===== src/rtl/alu_arbiter_if.sv =====
// Requester, response and shared-ALU signals of the ALU arbiter.
// slave = arbiter side, master = requesters plus the shared ALU.
interface alu_arbiter_if #(
    parameter int unsigned NUM_REQ = 2,
    parameter int unsigned WORD_W  = 32,
    parameter int unsigned CTRL_W  = 4
);
    logic [NUM_REQ-1:0]             req_valid_i;
    logic [NUM_REQ-1:0]             req_ready_o;
    logic [NUM_REQ-1:0][CTRL_W-1:0] req_ctrl_i;
    logic [NUM_REQ-1:0][WORD_W-1:0] req_op1_i;
    logic [NUM_REQ-1:0][WORD_W-1:0] req_op2_i;
    logic [NUM_REQ-1:0]             req_setf_i;
    logic [CTRL_W-1:0]              alu_ctrl_o;
    logic [WORD_W-1:0]              alu_op1_o;
    logic [WORD_W-1:0]              alu_op2_o;
    logic [WORD_W-1:0]              alu_result_i;
    logic [3:0]                     alu_status_i;
    logic [NUM_REQ-1:0]             rsp_valid_o;
    logic [NUM_REQ-1:0]             rsp_ready_i;
    logic [WORD_W-1:0]              rsp_result_o;
    logic [3:0]                     rsp_status_o;

    modport slave (
        input  req_valid_i, req_ctrl_i, req_op1_i, req_op2_i, req_setf_i,
        input  alu_result_i, alu_status_i, rsp_ready_i,
        output req_ready_o, alu_ctrl_o, alu_op1_o, alu_op2_o,
        output rsp_valid_o, rsp_result_o, rsp_status_o
    );

    modport master (
        output req_valid_i, req_ctrl_i, req_op1_i, req_op2_i, req_setf_i,
        output alu_result_i, alu_status_i, rsp_ready_i,
        input  req_ready_o, alu_ctrl_o, alu_op1_o, alu_op2_o,
        input  rsp_valid_o, rsp_result_o, rsp_status_o
    );
endinterface


===== src/rtl/alu_arbiter.sv =====
// Round-robin sharing of one execute-stage ALU between NUM_REQ requesters.
// Operands are latched at accept, result/flags registered after one EXEC cycle.
module alu_arbiter #(
    parameter int unsigned NUM_REQ = 2,
    parameter int unsigned WORD_W  = 32,
    parameter int unsigned CTRL_W  = 4
) (
    input  logic             clk_i,
    input  logic             rst_i,
    alu_arbiter_if.slave     bus,
    output logic [3:0]       nzcv_o,
    output logic             busy_o
);
    localparam int unsigned GW = (NUM_REQ > 1) ? $clog2(NUM_REQ) : 1;
    localparam logic [CTRL_W-1:0] ALU_ADD = '0;

    typedef enum logic [1:0] {StIdle, StExec, StResp} state_e;

    state_e             state_q, state_d;
    logic [GW-1:0]      rr_ptr_q, grant_q;
    logic [CTRL_W-1:0]  ctrl_q;
    logic [WORD_W-1:0]  op1_q, op2_q, result_q;
    logic [3:0]         status_q, nzcv_q;
    logic               setf_q;

    logic               win_found;
    logic [GW-1:0]      win_idx;
    logic               accept;
    logic [NUM_REQ-1:0] req_ready;
    logic [NUM_REQ-1:0] rsp_valid;

    // First valid requester scanning upward from rr_ptr, wrapping at NUM_REQ.
    always_comb begin
        int unsigned idx;
        win_found = 1'b0;
        win_idx   = '0;
        for (int unsigned i = 0; i < NUM_REQ; i++) begin
            idx = (int'(rr_ptr_q) + i) % NUM_REQ;
            if (!win_found && bus.req_valid_i[GW'(idx)]) begin
                win_found = 1'b1;
                win_idx   = GW'(idx);
            end
        end
    end

    always_comb begin
        state_d   = state_q;
        accept    = 1'b0;
        req_ready = '0;
        rsp_valid = '0;
        unique case (state_q)
            StIdle: accept = win_found;
            StExec: state_d = StResp;
            StResp: begin
                rsp_valid[grant_q] = 1'b1;
                if (bus.rsp_ready_i[grant_q]) begin
                    state_d = StIdle;
                    accept  = win_found;
                end
            end
            default: state_d = StIdle;
        endcase
        if (accept) begin
            req_ready[win_idx] = 1'b1;
            state_d            = StExec;
        end
    end

    always_ff @(posedge clk_i) begin
        if (rst_i) begin
            state_q  <= StIdle;
            rr_ptr_q <= '0;
            grant_q  <= '0;
            ctrl_q   <= ALU_ADD;
            op1_q    <= '0;
            op2_q    <= '0;
            setf_q   <= 1'b0;
            result_q <= '0;
            status_q <= '0;
            nzcv_q   <= '0;
        end else begin
            state_q <= state_d;
            if (accept) begin
                ctrl_q   <= bus.req_ctrl_i[win_idx];
                op1_q    <= bus.req_op1_i[win_idx];
                op2_q    <= bus.req_op2_i[win_idx];
                setf_q   <= bus.req_setf_i[win_idx];
                grant_q  <= win_idx;
                rr_ptr_q <= (win_idx == GW'(NUM_REQ - 1)) ? '0 : win_idx + 1'b1;
            end
            if (state_q == StExec) begin
                result_q <= bus.alu_result_i;
                status_q <= bus.alu_status_i;
                if (setf_q) begin
                    nzcv_q <= bus.alu_status_i;
                end
            end
        end
    end

    assign bus.req_ready_o  = req_ready;
    assign bus.rsp_valid_o  = rsp_valid;
    assign bus.alu_ctrl_o   = ctrl_q;
    assign bus.alu_op1_o    = op1_q;
    assign bus.alu_op2_o    = op2_q;
    assign bus.rsp_result_o = result_q;
    assign bus.rsp_status_o = status_q;
    assign nzcv_o           = nzcv_q;
    assign busy_o           = (state_q != StIdle);
endmodule


===== src/flat_wrapper.sv =====
// flat-port wrapper written by rule: the top's interface ports become plain ports
module alu_arbiter_flat 
#(
    parameter int unsigned NUM_REQ = 2,
    parameter int unsigned WORD_W  = 32,
    parameter int unsigned CTRL_W  = 4
)
  (clk_i, rst_i, nzcv_o, busy_o, bus_req_valid_i, bus_req_ctrl_i, bus_req_op1_i, bus_req_op2_i, bus_req_setf_i, bus_alu_result_i, bus_alu_status_i, bus_rsp_ready_i, bus_req_ready_o, bus_alu_ctrl_o, bus_alu_op1_o, bus_alu_op2_o, bus_rsp_valid_o, bus_rsp_result_o, bus_rsp_status_o);
  alu_arbiter_if #(.NUM_REQ(NUM_REQ), .WORD_W(WORD_W), .CTRL_W(CTRL_W)) bus_i ();
  input  logic clk_i;
  input  logic rst_i;
  output logic [3:0] nzcv_o;
  output logic busy_o;
  input wire logic [$bits(bus_i.req_valid_i)-1:0] bus_req_valid_i;
  input wire logic [$bits(bus_i.req_ctrl_i)-1:0] bus_req_ctrl_i;
  input wire logic [$bits(bus_i.req_op1_i)-1:0] bus_req_op1_i;
  input wire logic [$bits(bus_i.req_op2_i)-1:0] bus_req_op2_i;
  input wire logic [$bits(bus_i.req_setf_i)-1:0] bus_req_setf_i;
  input wire logic [$bits(bus_i.alu_result_i)-1:0] bus_alu_result_i;
  input wire logic [$bits(bus_i.alu_status_i)-1:0] bus_alu_status_i;
  input wire logic [$bits(bus_i.rsp_ready_i)-1:0] bus_rsp_ready_i;
  output wire logic [$bits(bus_i.req_ready_o)-1:0] bus_req_ready_o;
  output wire logic [$bits(bus_i.alu_ctrl_o)-1:0] bus_alu_ctrl_o;
  output wire logic [$bits(bus_i.alu_op1_o)-1:0] bus_alu_op1_o;
  output wire logic [$bits(bus_i.alu_op2_o)-1:0] bus_alu_op2_o;
  output wire logic [$bits(bus_i.rsp_valid_o)-1:0] bus_rsp_valid_o;
  output wire logic [$bits(bus_i.rsp_result_o)-1:0] bus_rsp_result_o;
  output wire logic [$bits(bus_i.rsp_status_o)-1:0] bus_rsp_status_o;
  assign bus_i.req_valid_i = bus_req_valid_i;
  assign bus_i.req_ctrl_i = bus_req_ctrl_i;
  assign bus_i.req_op1_i = bus_req_op1_i;
  assign bus_i.req_op2_i = bus_req_op2_i;
  assign bus_i.req_setf_i = bus_req_setf_i;
  assign bus_i.alu_result_i = bus_alu_result_i;
  assign bus_i.alu_status_i = bus_alu_status_i;
  assign bus_i.rsp_ready_i = bus_rsp_ready_i;
  assign bus_req_ready_o = bus_i.req_ready_o;
  assign bus_alu_ctrl_o = bus_i.alu_ctrl_o;
  assign bus_alu_op1_o = bus_i.alu_op1_o;
  assign bus_alu_op2_o = bus_i.alu_op2_o;
  assign bus_rsp_valid_o = bus_i.rsp_valid_o;
  assign bus_rsp_result_o = bus_i.rsp_result_o;
  assign bus_rsp_status_o = bus_i.rsp_status_o;
  alu_arbiter #(.NUM_REQ(NUM_REQ), .WORD_W(WORD_W), .CTRL_W(CTRL_W)) u_core (.clk_i(clk_i), .rst_i(rst_i), .bus(bus_i), .nzcv_o(nzcv_o), .busy_o(busy_o));
endmodule

===== config.mk =====
export PLATFORM = sky130hd
export DESIGN_NAME = alu_arbiter_flat
export DESIGN_NICKNAME = d
export VERILOG_FILES = /design/src/rtl/alu_arbiter_if.sv /design/src/rtl/alu_arbiter.sv /design/src/flat_wrapper.sv
export SDC_FILE = /design/constraint.sdc
export NUM_CORES = 1
export LEC_CHECK = 0
export ABC_AREA = 1
export CORE_AREA = 2 2 113 115
export CTS_BUF_LIST = sky130_fd_sc_hd__clkbuf_4 sky130_fd_sc_hd__clkbuf_8
export CTS_CLUSTER_SIZE = 28
export DETAILED_ROUTE_END_ITERATION = 6
export DIE_AREA = 0 0 115 117
export PLACE_DENSITY = 0.82
export SYNTH_ARGS = -nofsm -noshare
export SYNTH_HDL_FRONTEND = slang
export SYNTH_SLANG_ARGS = --single-unit

===== constraint.sdc =====
create_clock -name clk_i -period 2.8 [get_ports clk_i]
set_input_delay 0.42 -clock clk_i [delete_from_list [all_inputs] [get_ports clk_i]]
set_output_delay 0.42 -clock clk_i [all_outputs]
set_load 0.005 [all_outputs]

==> results of run 1 <==
metal layers:
| metal | GRT usage, % | part of all wire [%] |
|---|---|---|
| met1 | 26.3 | 39 |
| met2 | 41.1 | 48 |
| met3 | 9.89 | 10 |
| met4 | 10.8 | 2.8 |
| met5 | 0 | 0 |
flip-flops by register name (all words and copies together), names as in the netlist:
name and cells:
u_core.bus.rsp_status_o 4, u_core.bus.alu_op2_o 32, u_core.grant_q 1, u_core.state_q 2, u_core.bus.rsp_result_o 32, u_core.bus.alu_op1_o 32
u_core.bus.alu_ctrl_o 4, u_core.nzcv_o 4, u_core.rr_ptr_q 1, u_core.setf_q 1
metrics by stage:
step	cell area [sq um]	hold WS (ps)
2_1_floorplan	5020	443
3_3_place_gp	7850	449
3_5_place_dp	7850	454
4_1_cts	8300	464
5_1_grt	8300	481
6_report	8300	464
final cells by class:
type	instances	area (sq um)
Fill cell	1091	4020
Timing Repair Buffer	301	2980
Multi-Input combinational cell	558	2380
Sequential cell	113	2260
Clock buffer	27	347
Tap cell	150	188
Clock inverter	4	95.1
Inverter	9	38.8
critical path, delay by kind of cell:
family        cells  cell delay [ps]
simple gates      4              350
buf+inv           4             1160
cell families after synthesis:
kind of cell | count (synthesis) | share of synthesized area (%)
AND/OR/NAND/NOR | 447 | 36.4
flip-flops | 113 | 45.0
buffers and inverters | 64 | 7.52
AO/OA/AOI/OAI | 111 | 11.1
worst min path at each step:
stage                        startpoint                       end  slack [ps]  depth (start not counted)
3_5_place_dp   u_core.bus.alu_op1_o[12]  u_core.bus.alu_op1_o[12]         450                          2
2_1_floorplan           u_core.rr_ptr_q           u_core.rr_ptr_q         440                          2
3_3_place_gp           u_core.nzcv_o[3]          u_core.nzcv_o[3]         450                          2
6_report               u_core.nzcv_o[3]          u_core.nzcv_o[3]         460                          2
5_1_grt        u_core.bus.alu_op1_o[31]  u_core.bus.alu_op1_o[31]         480                          2
4_1_cts                u_core.nzcv_o[0]          u_core.nzcv_o[0]         460                          2
cell usage in the layout (no fill, tap or decap):
cell type,Yosys,routed
a21oi_1,75,75
buf_2,12,2
buf_4,11,9
bufinv_16,0,3
clkbuf_4,0,4
clkbuf_8,0,23
clkdlybuf4s50_1,0,290
clkinv_2,0,1
dfxtp_1,113,113
inv_1,6,6
inv_2,2,2
inv_6,1,1
nand2_1,287,287
nand2_2,2,2
nand2_8,1,1
nand3_1,74,74
nand3_2,1,1
nor2_1,79,79
nor2_4,2,2
nor2_8,1,1
o21ai_0,35,35
o21ai_1,1,1
power by group through the flow:
stage,Combinational [W],Sequential [W],Clock (W)
2_1_floorplan,0.000496,0.00188,0
3_3_place_gp,0.00112,0.00186,0
3_5_place_dp,0.00113,0.00187,0
4_1_cts,0.00113,0.00184,0.00172
5_1_grt,0.00124,0.00185,0.00179
6_report,0.00112,0.00184,0.00169
==> results.cfg, run 1 <==
[run_status]
outcome = finished, final reports clean

[power_and_ir_drop]
irDropWorstVdd_mv = 0.280
p_switching_w = 0.00121
p_clk_share_pct = 36.4
power_w = 0.00464
p_int_w = 0.00344
powerDensity_nw_per_um2 = 559
switching_share_pct = 26.0
p_comb_share_pct = 24.1
p_leak_nw = 3.51
power_frac_seq_pct = 39.6

[worst_setup_path]
cpPeakStageDelay_ps = 540
rr_worst_depth = 8
crit_path_end_kind = output pin
r2r-end = u_core.bus.alu_ctrl_o[1]
cp_data_required_time_ps = 2380
reg2reg_from = u_core.grant_q
cp.arrival_ps = 1940
worstPathCellList = clkdlybuf4s50_1, nor2_4, nor2_8, nand2_8, inv_6, nand2_1, inv_1, clkdlybuf4s50_1
critPathLaunchType = primary input
cp_max_fo = 16
crit_slowest_cell = clkdlybuf4s50_1
endpoint = bus_req_ready_o[0]
crit_path_frequent_cell = clkdlybuf4s50_1
critical_path_class = in2out
startpoint = bus_req_valid_i[0]
r2r_slack_ps = 1040

[timing]
tns_ps = 0
fin_worst_skew_ps = 10.8
slew_viol_final = 0
rsz0062_at_grt = false
hold_viol = 0
fmax_mhz = 424
maxSlewHeadroom_pct = 36.7
layout_min_cycle_time_ps = 2360
worst_pin_slew_ps = 949
setup_slack_ps = 444
setup_viol_count_final = 0
post-route-period-util_pct = 84.1

[synth]
yosys_warnings = 0
synthArstFlopShare_pct = 0
ys.flop_type = dfxtp_1
synth_edf_count = 0
syn_avg_cell_area_sq_um = 6.84
synth_cells = 735
yosysMostFrequentCell = nand2_1
ys_seq_area_share_pct = 45.0
synth_top_area_share_pct = 45.0
synthTopCellsByArea = dfxtp_1 (45%), nand2_1 (21%), a21oi_1 (7.5%)
syn_area_sq_um = 5020
synth_top_area_cell = dfxtp_1
synth.distinct_cells = 21
synth_commonest_cells = nand2_1 (287), dfxtp_1 (113), nor2_1 (79)
synth_nets = 915
synth_seq_cells = 113

[route]
drt_iter0_drc = 311
routedWlPerCell_microns = 14.2
drtAntennaViolNets = 0
drc = 0
viasPerCell = 4.85
firstDrtPassIters = 4
vias = 5634
finalWirelength_microns = 16500

[global_routing]
grt_max_degree = 77
grt_pass1_wl_microns = 25100
gr-total-overflow = 0
track_usage_pct = 24.1
grt_pass1_vias = 5099
antenna_found_initial = 0

[clock_network]
clock_sinks = 113
cts-resized-gates = 0
path_clk_slew_ps = 60
clkLatencyLatePin_ps = 440
cts_tree = yes
clock_path_buffers = 2
cts.htree.levels = 4
cts_made_buffers = 17
cts_hold_buf = 0
postCtsSetupBuffers = 0
cts.root.buffer_cell = clkbuf_8

[placed_design]
numPortBuffers = 292
finalWeightedCongestion = 0.792
hpwlAfterDp_microns = 11700
dp_cells = 1131
post-place-ws_ps = 427

[final_layout]
postLayoutCoreUtil_pct = 67.4
areaGrowthSynthToFinish_pct = 65.1
nets = 1180
drive_gt1_share_pct = 5.14
n_antenna_cell = 0
stdcell_count = 1162

[job]
max_cap_violations = 0

[floorplanning]
core_sq_um = 12300
rows = 41
die_h_microns = 117
initial_core_util_pct = 40.8
pin_count = 293
die_area_sq_um = 13500
die_w_microns = 115

[min_path]
hold_path_class = reg2reg
Note: power is estimated with default switching activity, not from simulation.
==> inputs of run 2 (changes only) <==
- CORE_AREA: 2 2 113 115 -> 2 2 117 119
- DIE_AREA: 0 0 115 117 -> 0 0 119 121
- PLACE_DENSITY: 0.82 -> 0.77
- clock period: 2.8 -> 2.4 ns (I/O delays scaled with it)
==> results.cfg, run 2 (synthesized netlist as in run 1, its figures left out) <==
[run_status]
outcome = finished, final reports clean

[clock_network]
clkLatencyLatePin_ps = 420
cts_hold_buf = 0
path_clk_slew_ps = 70
cts-resized-gates = 0
postCtsSetupBuffers = 0
cts_tree = yes
cts.root.buffer_cell = clkbuf_8
cts.htree.levels = 4
clock_sinks = 113
cts_made_buffers = 17
clock_path_buffers = 2

[route]
drc = 0
finalWirelength_microns = 16600
drtAntennaViolNets = 0
firstDrtPassIters = 7
viasPerCell = 4.69
routedWlPerCell_microns = 14.0
vias = 5568
drt_iter0_drc = 273

[timing]
slew_viol_final = 0
tns_ps = 0
worst_pin_slew_ps = 828
fmax_mhz = 451
fin_worst_skew_ps = 10.3
post-route-period-util_pct = 92.3
layout_min_cycle_time_ps = 2220
setup_slack_ps = 184
hold_viol = 0
rsz0062_at_grt = false
setup_viol_count_final = 0
maxSlewHeadroom_pct = 44.8

[floorplanning]
die_area_sq_um = 14400
pin_count = 293
rows = 42
initial_core_util_pct = 38.4
core_sq_um = 13100
die_h_microns = 121
die_w_microns = 119

[placed_design]
numPortBuffers = 292
finalWeightedCongestion = 0.771
post-place-ws_ps = 173
place_area_sq_um = 7890
hpwlAfterDp_microns = 11600

[power_and_ir_drop]
irDropWorstVdd_mv = 0.275
powerDensity_nw_per_um2 = 621
p_leak_nw = 3.48

[final_layout]
seq_area_sq_um = 2260
stdcell_area_sq_um = 8250
final_cell_mix = clkdlybuf4s50_1 (290), nand2_1 (287), dfxtp_1 (113)
drive_gt1_share_pct = 5.04
final_common_cell = clkdlybuf4s50_1
areaGrowthSynthToFinish_pct = 64.3
n_antenna_cell = 0
nets = 1181
multi_input_area_sq_um = 2380
fill_cells = 1189

[worst_setup_path]
path_buf_inv = 4
crit_path_frequent_cell = clkdlybuf4s50_1
cpPeakStageDelay_ps = 540
cp_top_family = buffers and inverters
crit_path_end_kind = output pin
crit_slowest_cell = clkdlybuf4s50_1
cp_data_required_time_ps = 2040
cp_max_fo = 4
critical_path_class = in2out
worstPathCellList = clkdlybuf4s50_1, nor2_4, nor2_8, nand2_8, inv_6, nand2_1, inv_1, clkdlybuf4s50_1
critPathLaunchType = primary input
cp.arrival_ps = 1860

[global_routing]
grt_pass1_vias = 5190
grt_max_degree = 77
antenna_found_initial = 1
grt_pass1_wl_microns = 26100
track_usage_pct = 23.0
gr-total-overflow = 0

[min_path]
hold_path_class = in2reg

[job]
max_cap_violations = 0
==> run 2: cell types whose count changed in the layout (fill, tap and decap cells not counted), sizes merged <==
cell,change
buf,+1
bufinv,-1
clkbuf,-6
clkinv,+5
==> run 2: worst paths after layout <==
path	end	slack, ps	depth (start not counted)	start
worst max-delay path	bus_req_ready_o[0]	180	8	bus_req_valid_i[0]
worst min-delay path	u_core.grant_q	220	4	rst_i
worst max register to register	u_core.bus.alu_op1_o[9]	720	8	u_core.grant_q
worst min register to register	u_core.bus.alu_op2_o[12]	460	2	u_core.bus.alu_op2_o[12]
==> run 2: final cells by class <==
| cell class | instances | share of cell area (%) |
|---|---|---|
| tap | 176 | 2.67 |
| multi-input combinational | 558 | 28.9 |
| clock buffer | 21 | 3.27 |
| clock inverter | 8 | 1.09 |
| timing repair buffer | 302 | 36.2 |
| sequential | 113 | 27.4 |
| inverter | 9 | 0.470 |
==> run 2: per-stage QoR <==
| step | hold WS [ps] | util (%) | instances | power [W] |
|---|---|---|---|---|
| final | 224 | 63.1 | 1187 | 0.00513 |
| after floorplan | 443 | - | 735 | 0.00277 |
| after CTS | 207 | 63.1 | 1187 | 0.00520 |
| after global placement | 450 | 60.3 | 1158 | 0.00349 |
| after detailed placement | 455 | 60.3 | 1158 | 0.00350 |
| after global routing | 201 | 63.1 | 1187 | 0.00543 |
==> run 2: tightest hold or removal path, stage by stage <==
cell and delay, ps:
buf_2 100, inv_1 50, nand2_1 60, nor2_1 30
==> run 2: where the power goes <==
group / total [W] / switching [W] / internal (W) / leakage [nW]
logic: 0.00131 / 0.000588 / 0.000723 / 2.35
clock network: 0.00167 / 0.000720 / 0.000954 / 0.195
registers: 0.00214 / 0.0000903 / 0.00205 / 0.930
==> run 2: metal layers <==
metal	vias up	share of wire (%)	track usage (%)	wire length [microns]
met4	2	1.3	7.74	221
met1	2459	40	25.8	6590
met5	-	0.078	0	13
li1	2874	-	-	-
met3	18	9.3	8.69	1540
met2	215	49	39.9	8200
==> inputs of run 3 (changes only) <==
- CELL_PAD_IN_SITES_DETAIL_PLACEMENT: unset -> 1
- CELL_PAD_IN_SITES_GLOBAL_PLACEMENT: unset -> 1
- CORE_AREA: 2 2 117 119 -> 2 2 143 145
- DIE_AREA: 0 0 119 121 -> 0 0 145 147
==> results.cfg, run 3 (synthesized netlist as in run 1, its figures left out) <==
[clock_network]
clock_path_buffers = 2
cts.root.buffer_cell = clkbuf_8
clkLatencyLatePin_ps = 440
cts-resized-gates = 0
cts_made_buffers = 17
postCtsSetupBuffers = 0
cts_tree = yes
clock_sinks = 113
path_clk_slew_ps = 60
cts.htree.levels = 4
cts_hold_buf = 0

[global_routing]
grt_max_degree = 77
antenna_found_initial = 0
grt_pass1_wl_microns = 31500
gr-total-overflow = 0
grt_pass1_vias = 5812
track_usage_pct = 18.6

[floorplanning]
die_area_sq_um = 21300
core_sq_um = 19800
die_w_microns = 145
initial_core_util_pct = 25.3
pin_count = 293
rows = 52
die_h_microns = 147

[worst_setup_path]
crit_slowest_cell = clkdlybuf4s50_1
critical_path_class = reg2out
path_buf_inv = 4
cp.arrival_ps = 1860
cp_data_required_time_ps = 2040
cp_max_fo = 4
worstPathCellList = inv_1, nand2_1, nand3_2, nand2_8, inv_6, nand2_1, inv_1, clkdlybuf4s50_1
critPathLaunchType = flip-flop
cpPeakStageDelay_ps = 430
crit_path_end_kind = output pin
cp_top_family = buffers and inverters

[route]
vias = 5748
routedWlPerCell_microns = 15.5
drtAntennaViolNets = 0
viasPerCell = 4.48
drc = 0
drt_iter0_drc = 182
finalWirelength_microns = 19900
firstDrtPassIters = 4

[final_layout]
postLayoutCoreUtil_pct = 42.5
n_antenna_cell = 0
nets = 1181
areaGrowthSynthToFinish_pct = 67.8
final_common_cell = clkdlybuf4s50_1
drive_gt1_share_pct = 5.23
final_cell_mix = clkdlybuf4s50_1 (290), nand2_1 (287), dfxtp_1 (113)

[timing]
rsz0062_at_grt = false
slew_viol_final = 0
tns_ps = 0
setup_viol_count_final = 0
hold_viol = 0
fin_worst_skew_ps = 13.6
layout_min_cycle_time_ps = 2220
post-route-period-util_pct = 92.5
fmax_mhz = 450
worst_pin_slew_ps = 819
maxSlewHeadroom_pct = 45.4

[power_and_ir_drop]
irDropWorstVdd_mv = 0.416
p_leak_nw = 3.48
powerDensity_nw_per_um2 = 632

[placed_design]
hpwlAfterDp_microns = 13700
finalWeightedCongestion = 0.751
numPortBuffers = 292

[min_path]
hold_path_class = in2reg

[run_status]
outcome = finished, final reports clean

[job]
max_cap_violations = 0
-- run 3: cell count changes in the layout (fill, tap and decap cells not counted) --
cell	previous run	this run
clkbuf_4	3	1
buf_12	0	2
clkinv_2	6	4
clkinvlp_4	0	4
clkbuf_8	18	20
buf_4	10	8
-- run 3: tightest hold or removal path: stages --
cell,delay (ps)
buf_2,130
inv_1,80
nand2_1,70
nor2_1,30
-- run 3: where the power goes --
| part | switching, W | internal (W) | total, W |
|---|---|---|---|
| Combinational | 0.000617 | 0.000731 | 0.00135 |
| Clock | 0.000827 | 0.00100 | 0.00183 |
| Sequential | 0.0000951 | 0.00205 | 0.00215 |
-- run 3: final cells by class --
class	count	area, sq um
tap	270	338
multi-input combinational	558	2380
sequential	113	2260
timing repair buffer	302	3010
clock buffer	21	283
fill	2464	11400
clock inverter	10	110
inverter	9	38.8
-- run 3: per-layer routing --
metal	share of wire, %	vias to the layer above	track usage (%)
li1	-	2877	-
met2	47	209	31.1
met1	43	2643	22.0
met4	1.5	0	5.99
met5	0	-	0
met3	8.5	19	7.45
-- run 3: path summary, 6_finish.rpt --
kind / from / end / slack [ps] / cells past startpoint
worst min register to register: u_core.bus.alu_op1_o[29] / u_core.bus.alu_op1_o[29] / 460 / 2
worst min-delay path: rst_i / u_core.grant_q / 290 / 4
worst max-delay path: u_core.grant_q / bus_req_ready_o[0] / 180 / 8
worst max register to register: u_core.grant_q / u_core.bus.alu_op2_o[22] / 520 / 7
-- run 3: metrics by stage --
step           power (W)  hold slack, ps  worst slack [ps]  cells  instance area (sq um)
4_1_cts          0.00542             273               117   1283                   8430
2_1_floorplan    0.00277             443              1010    735                   5020
3_3_place_gp     0.00353             450               223   1252                   8040
3_5_place_dp     0.00356             455               165   1252                   8040
5_1_grt          0.00564             308              22.1   1283                   8430
6_report         0.00532             286               180   1283                   8430
